$ cat config.mk
export PLATFORM = sky130hd
export DESIGN_NAME = fifo_rd_ctrl
export DESIGN_NICKNAME = d
export VERILOG_FILES = /design/src/rtl/fifo_pkg.sv /design/src/rtl/sync_w2r.sv /design/src/rtl/fifo_rd_ctrl.sv
export SDC_FILE = /design/constraint.sdc
export NUM_CORES = 1
export LEC_CHECK = 0
export ABC_CLOCK_PERIOD_IN_PS = 4100
export CORE_MARGIN = 1
export CORE_UTILIZATION = 25
export CTS_BUF_LIST = sky130_fd_sc_hd__clkbuf_8
export DETAILED_ROUTE_END_ITERATION = 8
export SYNTH_ARGS = -nofsm -noshare
export SYNTH_HDL_FRONTEND = slang
export SYNTH_SLANG_ARGS = --single-unit
$ cat constraint.sdc
create_clock -name rclk -period 4.1 [get_ports rclk]
set_input_delay 0.82 -clock rclk [delete_from_list [all_inputs] [get_ports rclk]]
set_output_delay 0.82 -clock rclk [all_outputs]
set_load 0.05 [all_outputs]
$ cat src/rtl/fifo_pkg.sv
// Shared pointer helpers for the async FIFO: Gray/binary conversion and depth.
package fifo_pkg;

    localparam int unsigned FIFO_PTR_MAX = 32;

    function automatic int unsigned fifo_depth(input int unsigned addrsize);
        return 32'd1 << addrsize;
    endfunction

    function automatic logic [FIFO_PTR_MAX-1:0] bin2gray(input logic [FIFO_PTR_MAX-1:0] b);
        return b ^ (b >> 1);
    endfunction

    // Callers zero-extend narrower pointers in and size-cast the result back down.
    function automatic logic [FIFO_PTR_MAX-1:0] gray2bin(input logic [FIFO_PTR_MAX-1:0] g);
        logic [FIFO_PTR_MAX-1:0] b;
        b = '0;
        b[FIFO_PTR_MAX-1] = g[FIFO_PTR_MAX-1];
        for (int unsigned i = FIFO_PTR_MAX - 1; i > 0; i--) begin
            b[i-1] = b[i] ^ g[i-1];
        end
        return b;
    endfunction

endpackage

$ cat src/rtl/sync_w2r.sv
// Two-flop synchronizer bringing the Gray write pointer into the rclk domain.
module sync_w2r #(
    parameter int ADDRSIZE = 4
) (
    input  logic                rclk,
    input  logic                rrst,
    input  logic [ADDRSIZE:0]   wptr,
    output logic [ADDRSIZE:0]   rq2_wptr
);

    logic [ADDRSIZE:0] rq1_wptr;

    always_ff @(posedge rclk) begin
        if (rrst) begin
            rq1_wptr <= '0;
            rq2_wptr <= '0;
        end else begin
            rq1_wptr <= wptr;
            rq2_wptr <= rq1_wptr;
        end
    end

endmodule

$ cat src/rtl/fifo_rd_ctrl.sv
// Async FIFO read-side controller: Gray read pointer, registered empty, one-entry output register.
// Optional macro FIFO_RD_LEVEL_EN adds the rlevel occupancy output.
module fifo_rd_ctrl
    import fifo_pkg::*;
#(
    parameter int DATASIZE = 8,
    parameter int ADDRSIZE = 4
) (
    input  logic                 rclk,
    input  logic                 rrst,
    input  logic [ADDRSIZE:0]    wptr,
    output logic [ADDRSIZE:0]    rptr,
    output logic [ADDRSIZE-1:0]  raddr,
    input  logic [DATASIZE-1:0]  mem_rdata,
    output logic                 rempty,
    output logic                 out_valid,
    input  logic                 out_ready,
`ifdef FIFO_RD_LEVEL_EN
    output logic [DATASIZE-1:0]  out_data,
    output logic [ADDRSIZE:0]    rlevel
`else
    output logic [DATASIZE-1:0]  out_data
`endif
);

    localparam int PW = ADDRSIZE + 1;

    logic [ADDRSIZE:0] rq2_wptr;
    logic [ADDRSIZE:0] rbin;
    logic [ADDRSIZE:0] rbinnext;
    logic [ADDRSIZE:0] rgraynext;
    logic              pop;

    sync_w2r #(
        .ADDRSIZE (ADDRSIZE)
    ) u_sync_w2r (
        .rclk     (rclk),
        .rrst     (rrst),
        .wptr     (wptr),
        .rq2_wptr (rq2_wptr)
    );

    // A word leaves memory whenever the output register is free or being drained this cycle.
    always_comb begin
        pop       = !rempty && (!out_valid || out_ready);
        rbinnext  = rbin + PW'(pop);
        rgraynext = PW'(bin2gray(FIFO_PTR_MAX'(rbinnext)));
    end

    assign raddr = rbin[ADDRSIZE-1:0];

    always_ff @(posedge rclk) begin
        if (rrst) begin
            rbin   <= '0;
            rptr   <= '0;
            rempty <= 1'b1;
        end else begin
            rbin   <= rbinnext;
            rptr   <= rgraynext;
            rempty <= (rgraynext == rq2_wptr);
        end
    end

    always_ff @(posedge rclk) begin
        if (rrst) begin
            out_valid <= 1'b0;
            out_data  <= '0;
        end else if (pop) begin
            out_valid <= 1'b1;
            out_data  <= mem_rdata;
        end else if (out_valid && out_ready) begin
            out_valid <= 1'b0;
        end
    end

`ifdef FIFO_RD_LEVEL_EN
    // Memory-side occupancy only; the word parked in out_data is not counted.
    assign rlevel = PW'(gray2bin(FIFO_PTR_MAX'(rq2_wptr))) - rbin;
`endif

endmodule

==> impl_results.md, run 1 <==
- Register area share after synthesis: 56.04%
- Worst Path Required: 4270 ps
- Via density: 4.027
- Post-synthesis async set-or-reset flop share: 0%
- Clock Latency Late Sink: 280 ps
- Setup violations, final: 0
- CORE AREA: 4000 µm²
- PnR worst setup slack: 1420 ps
- Gp weighted congestion: 0.7136
- Min-Delay Path Class: reg2reg
- Top post-synthesis cells by area: dfxtp_1 (56%), mux2i_1 (8.7%), nor2b_1 (8.5%)
- CTS tree: yes
- Startpoint types: primary input
- Design Area, Final: 1531 µm²
- Crit. End Element: register
- Root buffer cell: clkbuf_8
- Cell with the most instances after synthesis: dfxtp_1
- Synthesized flop and latch total: 29
- Post-synth EDFFs: 0
- Sequential power share: 37.4%
- Hold slack: 434.0 ps
- Fmax: 373.1 MHz
- Synth cell count leaders: dfxtp_1 (29), nor2_1 (15), nor2b_1 (14), mux2i_1 (9), xnor2_1 (7)
- Outcome: finished clean
- Clk sinks: 29
- Vias: 749
- Top Ports: 35
- Synthesized area per cell: 10.68 µm²
- # nets final: 153
- Resized Gates After CTS: 0
- GR Util met1: 10.17%
- Crit path DAT: 2850 ps
- Clk slew on worst S/H paths: 60 ps
- Main synth FF type: dfxtp_1
- P_leak: 0.5958 nW
- Comb pwr share: 33.8%
- Worst-margin pin slew: 971.5 ps
- Initial Util: 25.90%
- Row cnt: 23
- RSZ-0062 raised after global routing: no
- Wire per inst: 9.860 µm
- Final period util: 65.37%
- Final core occ: 38.29%
- DP Area: 1430 µm²
- Global routing usage on met3: 5.345%
- Die span in y: 66.38 µm
- Synthesis Warnings: 0
- DRC errors left: 0
- Max-cap violations: 0
- Pin count of the biggest net entering global routing: 30
- Inserted Clock Buffers: 5
- Syn Nets: 115
- Clk pwr share: 28.8%
- Initial antenna violation count: 0
- Switching share of power: 33.97%
- Fillers: 387
- Placed Cells incl. Taps: 178
- Internal power: 0.5909 mW
- Busiest grt layer: met2
- Clock tree buffer depth: 2
- Final worst path period need: 2680 ps
- Max VDD drop: 0.2491 mV
- WL final: 1834 µm
- ANT cells: 0
- DIE AREA: 4406 µm²
- Number of global-route vias before repair: 740
- DP HPWL: 1299 µm
- Post-Syn Area: 1036 µm²
- CTS hold repair buffers: 0
- Layout cells sized above 1: 8.088%
- DR iter-0 viols: 22
- Crit Path Class: in2reg
- Area growth syn-to-layout: 47.83%
- First-pass GRT wire length: 3008 µm
- Slew HR: 35.03%
- Crit-path max FO: 4
- Fin cells: 186
- Total negative slack: 0 ps
- Pre-Repair DR Iteration Count: 4
- Synth unique cells: 17
- Met2 track demand over resource: 15.05%
- Cell count after synthesis: 97
- Port bufs: 34
- GRT Resource Usage Total: 9.436%
- Final ANT Viol Nets: 0
- Final hold viol count: 0
- DP Worst Slack: 1116 ps
- Pwr dens: 584.3 nW/µm²
- Max-slew violation count: 0
- Gr ovfl total: 0
- NetSw: 0.3040 mW
- Cell taking the most area after synthesis: dfxtp_1
- Design Power: 0.8949 mW
- Post-synth top area share: 56.04%
- Clock Skews: 3.984 ps
- Horiz. Die Dim: 66.38 µm
- Setup bufs post-CTS: 0
- # H-tree levels: 2
-- worst max-delay path: stages --
cell	delay [ps]
clkdlybuf4s50_1	440
nand2b_1	100
nor2b_1	180
ha_1	230
ha_1	230
nand3_1	100
xor2_1	290
nand2b_1	160
mux2i_1	70
a31o_1	220
-- final timing paths --
check	start	endpoint	slack, ps	cells past startpoint
setup reg to reg	out_valid$_SDFFE_PP0P_	rempty$_SDFF_PP1_	2120	9
hold reg to reg	u_sync_w2r.rq1_wptr[3]$_SDFF_PP0_	u_sync_w2r.rq2_wptr[3]$_SDFF_PP0_	430	1
setup / recovery	out_ready	rempty$_SDFF_PP1_	1420	10
hold / removal	u_sync_w2r.rq1_wptr[3]$_SDFF_PP0_	u_sync_w2r.rq2_wptr[3]$_SDFF_PP0_	430	1
-- power by group through the flow --
stage | sequential (mW) | combinational, mW | clock [mW]
floorplan | 0.445 | 0.108 | 0
global placement | 0.341 | 0.301 | 0
detailed placement | 0.341 | 0.305 | 0
CTS | 0.335 | 0.306 | 0.268
global route | 0.340 | 0.324 | 0.276
finish | 0.335 | 0.302 | 0.258
-- kinds of logic (layout without fill, tap and decap cells) --
kind of cell | count (synthesis) | after routing | share of synthesized area (%)
adders and majority gates | 2 | 2 | 2.415
muxes | 9 | 9 | 8.696
buffers and inverters | 4 | 43 | 1.570
AOI/OAI and AO/OA | 3 | 3 | 1.811
xor gates and xnor gates | 12 | 12 | 10.87
DFF | 29 | 29 | 56.04
and+or+nand+nor | 38 | 38 | 18.60
-- area by class of cell --
cell class                 instances  area (µm²)  area share (%)
clock buffer                       7       96.34           6.291
clock inverter                     1       5.005          0.3268
multi-input combinational         64       439.2           28.68
sequential                        29       580.6           37.91
tap                               50       62.56           4.085
timing repair buffer              35       347.8           22.71
-- state kept, by name (all words and copies together), names as in the netlist --
signal               flops
u_sync_w2r.rq1_wptr      5
rempty                   1
rptr                     5
u_sync_w2r.rq2_wptr      5
out_valid                1
out_data                 8
rbin                     4
-- routing by layer --
metal,vias up,share of wire [%],wire length [µm]
li1,384,-,-
met1,335,43,792
met2,25,48,886
met3,5,7.0,128
met4,0,1.4,26
met5,-,0,0
-- layout by cell type (no fill, tap or decap) --
| cell type | Yosys | final |
|---|---|---|
| xor2_2 | 1 | 1 |
| nand2b_1 | 3 | 3 |
| a21oi_1 | 1 | 1 |
| xor2_1 | 4 | 4 |
| dfxtp_1 | 29 | 29 |
| mux2i_1 | 9 | 9 |
| buf_4 | 0 | 1 |
| ha_1 | 2 | 2 |
| nor2_1 | 15 | 15 |
| a31o_1 | 1 | 1 |
| nand2_1 | 4 | 4 |
| nand3_2 | 1 | 1 |
| nor2b_1 | 14 | 14 |
| clkdlybuf4s50_1 | 0 | 34 |
| xnor2_1 | 7 | 7 |
| o21ai_1 | 1 | 1 |
| nand3_1 | 1 | 1 |
| clkbuf_8 | 0 | 7 |
| clkinv_2 | 0 | 1 |
Power figures use the tool's default switching activity.
==> run 2: changes to the inputs <==
- ABC_CLOCK_PERIOD_IN_PS: 4100 -> 2500
- clock period: 4.1 -> 2.5 ns (I/O delays scaled with it)
==> run 2 against run 1 <==
  * Routed wire length shrank 4.5%
  * Combinational power grew 66%
  * Count of clock-buffer cells in the layout down 2
  * First-iteration DRC count down 64%
  * Clock power grew 32%
  * Worst hold slack better by 0.60 ps
  * Clock skew is essentially flat
  * Die area is the same
  * Cell count grew 3.2%
  * Sequential share of layout area fell by 0.58 points
  * Flip-flop and latch count is the same
  * Largest cell class unchanged
  * Utilization is 0.59 points higher
==> impl_results.md, run 2 (synthesis results as in run 1) <==
- CP max stage cell: clkdlybuf4s50_1
- Resized Gates After CTS: 0
- Fmax: 454.8 MHz
- Commonest non-fill, non-tap cells in the layout: clkdlybuf4s50_1 (34), dfxtp_1 (29), nor2_1 (15), nor2b_1 (14), mux2i_1 (9)
- Clock tree buffer depth: 2
- CORE AREA: 4000 µm²
- Wire per inst: 9.125 µm
- Gp weighted congestion: 0.7294
- Clk sinks: 29
- RSZ-0062 raised after global routing: no
- Most common cell after layout, fill and taps aside: clkdlybuf4s50_1
- Crit. End Element: register
- Row cnt: 23
- Crit Path Class: in2reg
- Worst Path Required: 2670 ps
- Max-slew violation count: 0
- Final worst path period need: 2199 ps
- # nets final: 159
- Design Power: 1.391 mW
- Outcome: finished clean
- Area growth syn-to-layout: 50.12%
- Pin count of the biggest net entering global routing: 16
- Startpoint types: primary input
- ANT cells: 0
- CTS hold repair buffers: 0
- Crit-path max FO: 3
- Max reg flops: 8
- Top Ports: 35
- Min-Delay Path Class: reg2reg
- Initial Util: 25.90%
- Root buffer cell: clkbuf_8
- Layout cells sized above 1: 9.859%
- GRT Resource Usage Total: 9.285%
- DR iter-0 viols: 8
- Slew HR: 65.92%
- Final ANT Viol Nets: 0
- # H-tree levels: 2
- Pre-Repair DR Iteration Count: 4
- P_leak: 0.6222 nW
- Max-cap violations: 0
- Vias: 736
- PnR worst setup slack: 301.1 ps
- DRC errors left: 0
- Max VDD drop: 0.5755 mV
- DP Worst Slack: -12.48 ps
- Fillers: 388
- Die span in y: 66.38 µm
- Via density: 3.833
- Final period util: 87.96%
- Top reg by flops: out_data
- Setup violations, final: 0
- CP cell instances: clkdlybuf4s50_1, nand2b_1, nor2b_1, ha_1, ha_1, nand3_1, xor2_1, nand2b_1, mux2i_1, a31o_1
- First-pass GRT wire length: 2960 µm
- Horiz. Die Dim: 66.38 µm
- Crit-path max cell delay: 440 ps
- DIE AREA: 4406 µm²
- Clock Latency Late Sink: 270 ps
- Initial antenna violation count: 0
- Final hold viol count: 0
- Pwr dens: 894.1 nW/µm²
- Clk slew on worst S/H paths: 60 ps
- WL final: 1752 µm
- Setup bufs post-CTS: 0
- Port bufs: 34
- Number of global-route vias before repair: 708
- Inserted Clock Buffers: 5
- CTS tree: yes
- Worst-margin pin slew: 509.6 ps
- Clock Skews: 4.209 ps
- Gr ovfl total: 0
- DP HPWL: 1371 µm
- CP top delay family: simple AND/OR/NAND/NOR gates
- WP buf/inv: 1
- Crit path DAT: 2360 ps
[run 2: changes by cell type in the layout (fill, tap and decap cells not counted)]
cell      previous run  this run
clkbuf_8             7         5
inv_1                0         3
buf_4                1         7
clkinv_2             1         0
[run 2: worst paths after layout]
path / start / end / slack [ps] / cells past startpoint
setup / recovery: out_ready / rempty$_SDFF_PP1_ / 300 / 10
hold / removal: u_sync_w2r.rq1_wptr[3]$_SDFF_PP0_ / u_sync_w2r.rq2_wptr[3]$_SDFF_PP0_ / 430 / 1
setup reg to reg: out_valid$_SDFFE_PP0P_ / rempty$_SDFF_PP1_ / 690 / 9
hold reg to reg: u_sync_w2r.rq1_wptr[3]$_SDFF_PP0_ / u_sync_w2r.rq2_wptr[3]$_SDFF_PP0_ / 430 / 1
[run 2: metal layers]
layer  share of wire, %  up-vias  track usage, %
met3                5.8        3           3.103
met1                 45      313           10.46
met5                  0        -               0
met4                1.5        0           5.585
met2                 48       24           15.05
li1                   -      396               -
[run 2: metrics by stage]
stage	utilization, %	hold WS, ps	std cells	setup TNS (ps)	cell area (µm²)
2_1_floorplan	-	413.8	97	0	1036
3_3_place_gp	36.88	421.2	184	0	1475
3_5_place_dp	36.88	422.7	184	-12.48	1475
4_1_cts	38.88	434.0	192	0	1555
5_1_grt	38.88	455.1	192	0	1555
6_report	38.88	434.6	192	0	1555
[run 2: area by class of cell]
| cell class | instances | area, µm² | share of cell area, % |
|---|---|---|---|
| sequential | 29 | 580.6 | 37.33 |
| multi-input combinational | 64 | 439.2 | 28.24 |
| timing repair buffer | 41 | 392.9 | 25.26 |
| clock buffer | 5 | 68.82 | 4.425 |
| tap | 50 | 62.56 | 4.023 |
| clock inverter | 3 | 11.26 | 0.7241 |
[run 2: power breakdown]
part	total [mW]	switching, mW	internal (mW)	leakage [nW]
clock network	0.340	0.155	0.185	0.0519
logic	0.500	0.294	0.206	0.332
registers	0.550	0.0297	0.521	0.238
total	1.39	0.479	0.911	0.622
[run 2: worst reg2reg max path: cells and delay by family (launching register included)]
kind | cells | cell delay, ps
AND/OR/NAND/NOR | 4 | 490
AO/OA/AOI/OAI | 1 | 210
flip-flops | 1 | 310
adder cells (fa/ha/maj) | 2 | 420
multiplexers | 1 | 70
XOR/XNOR | 1 | 210
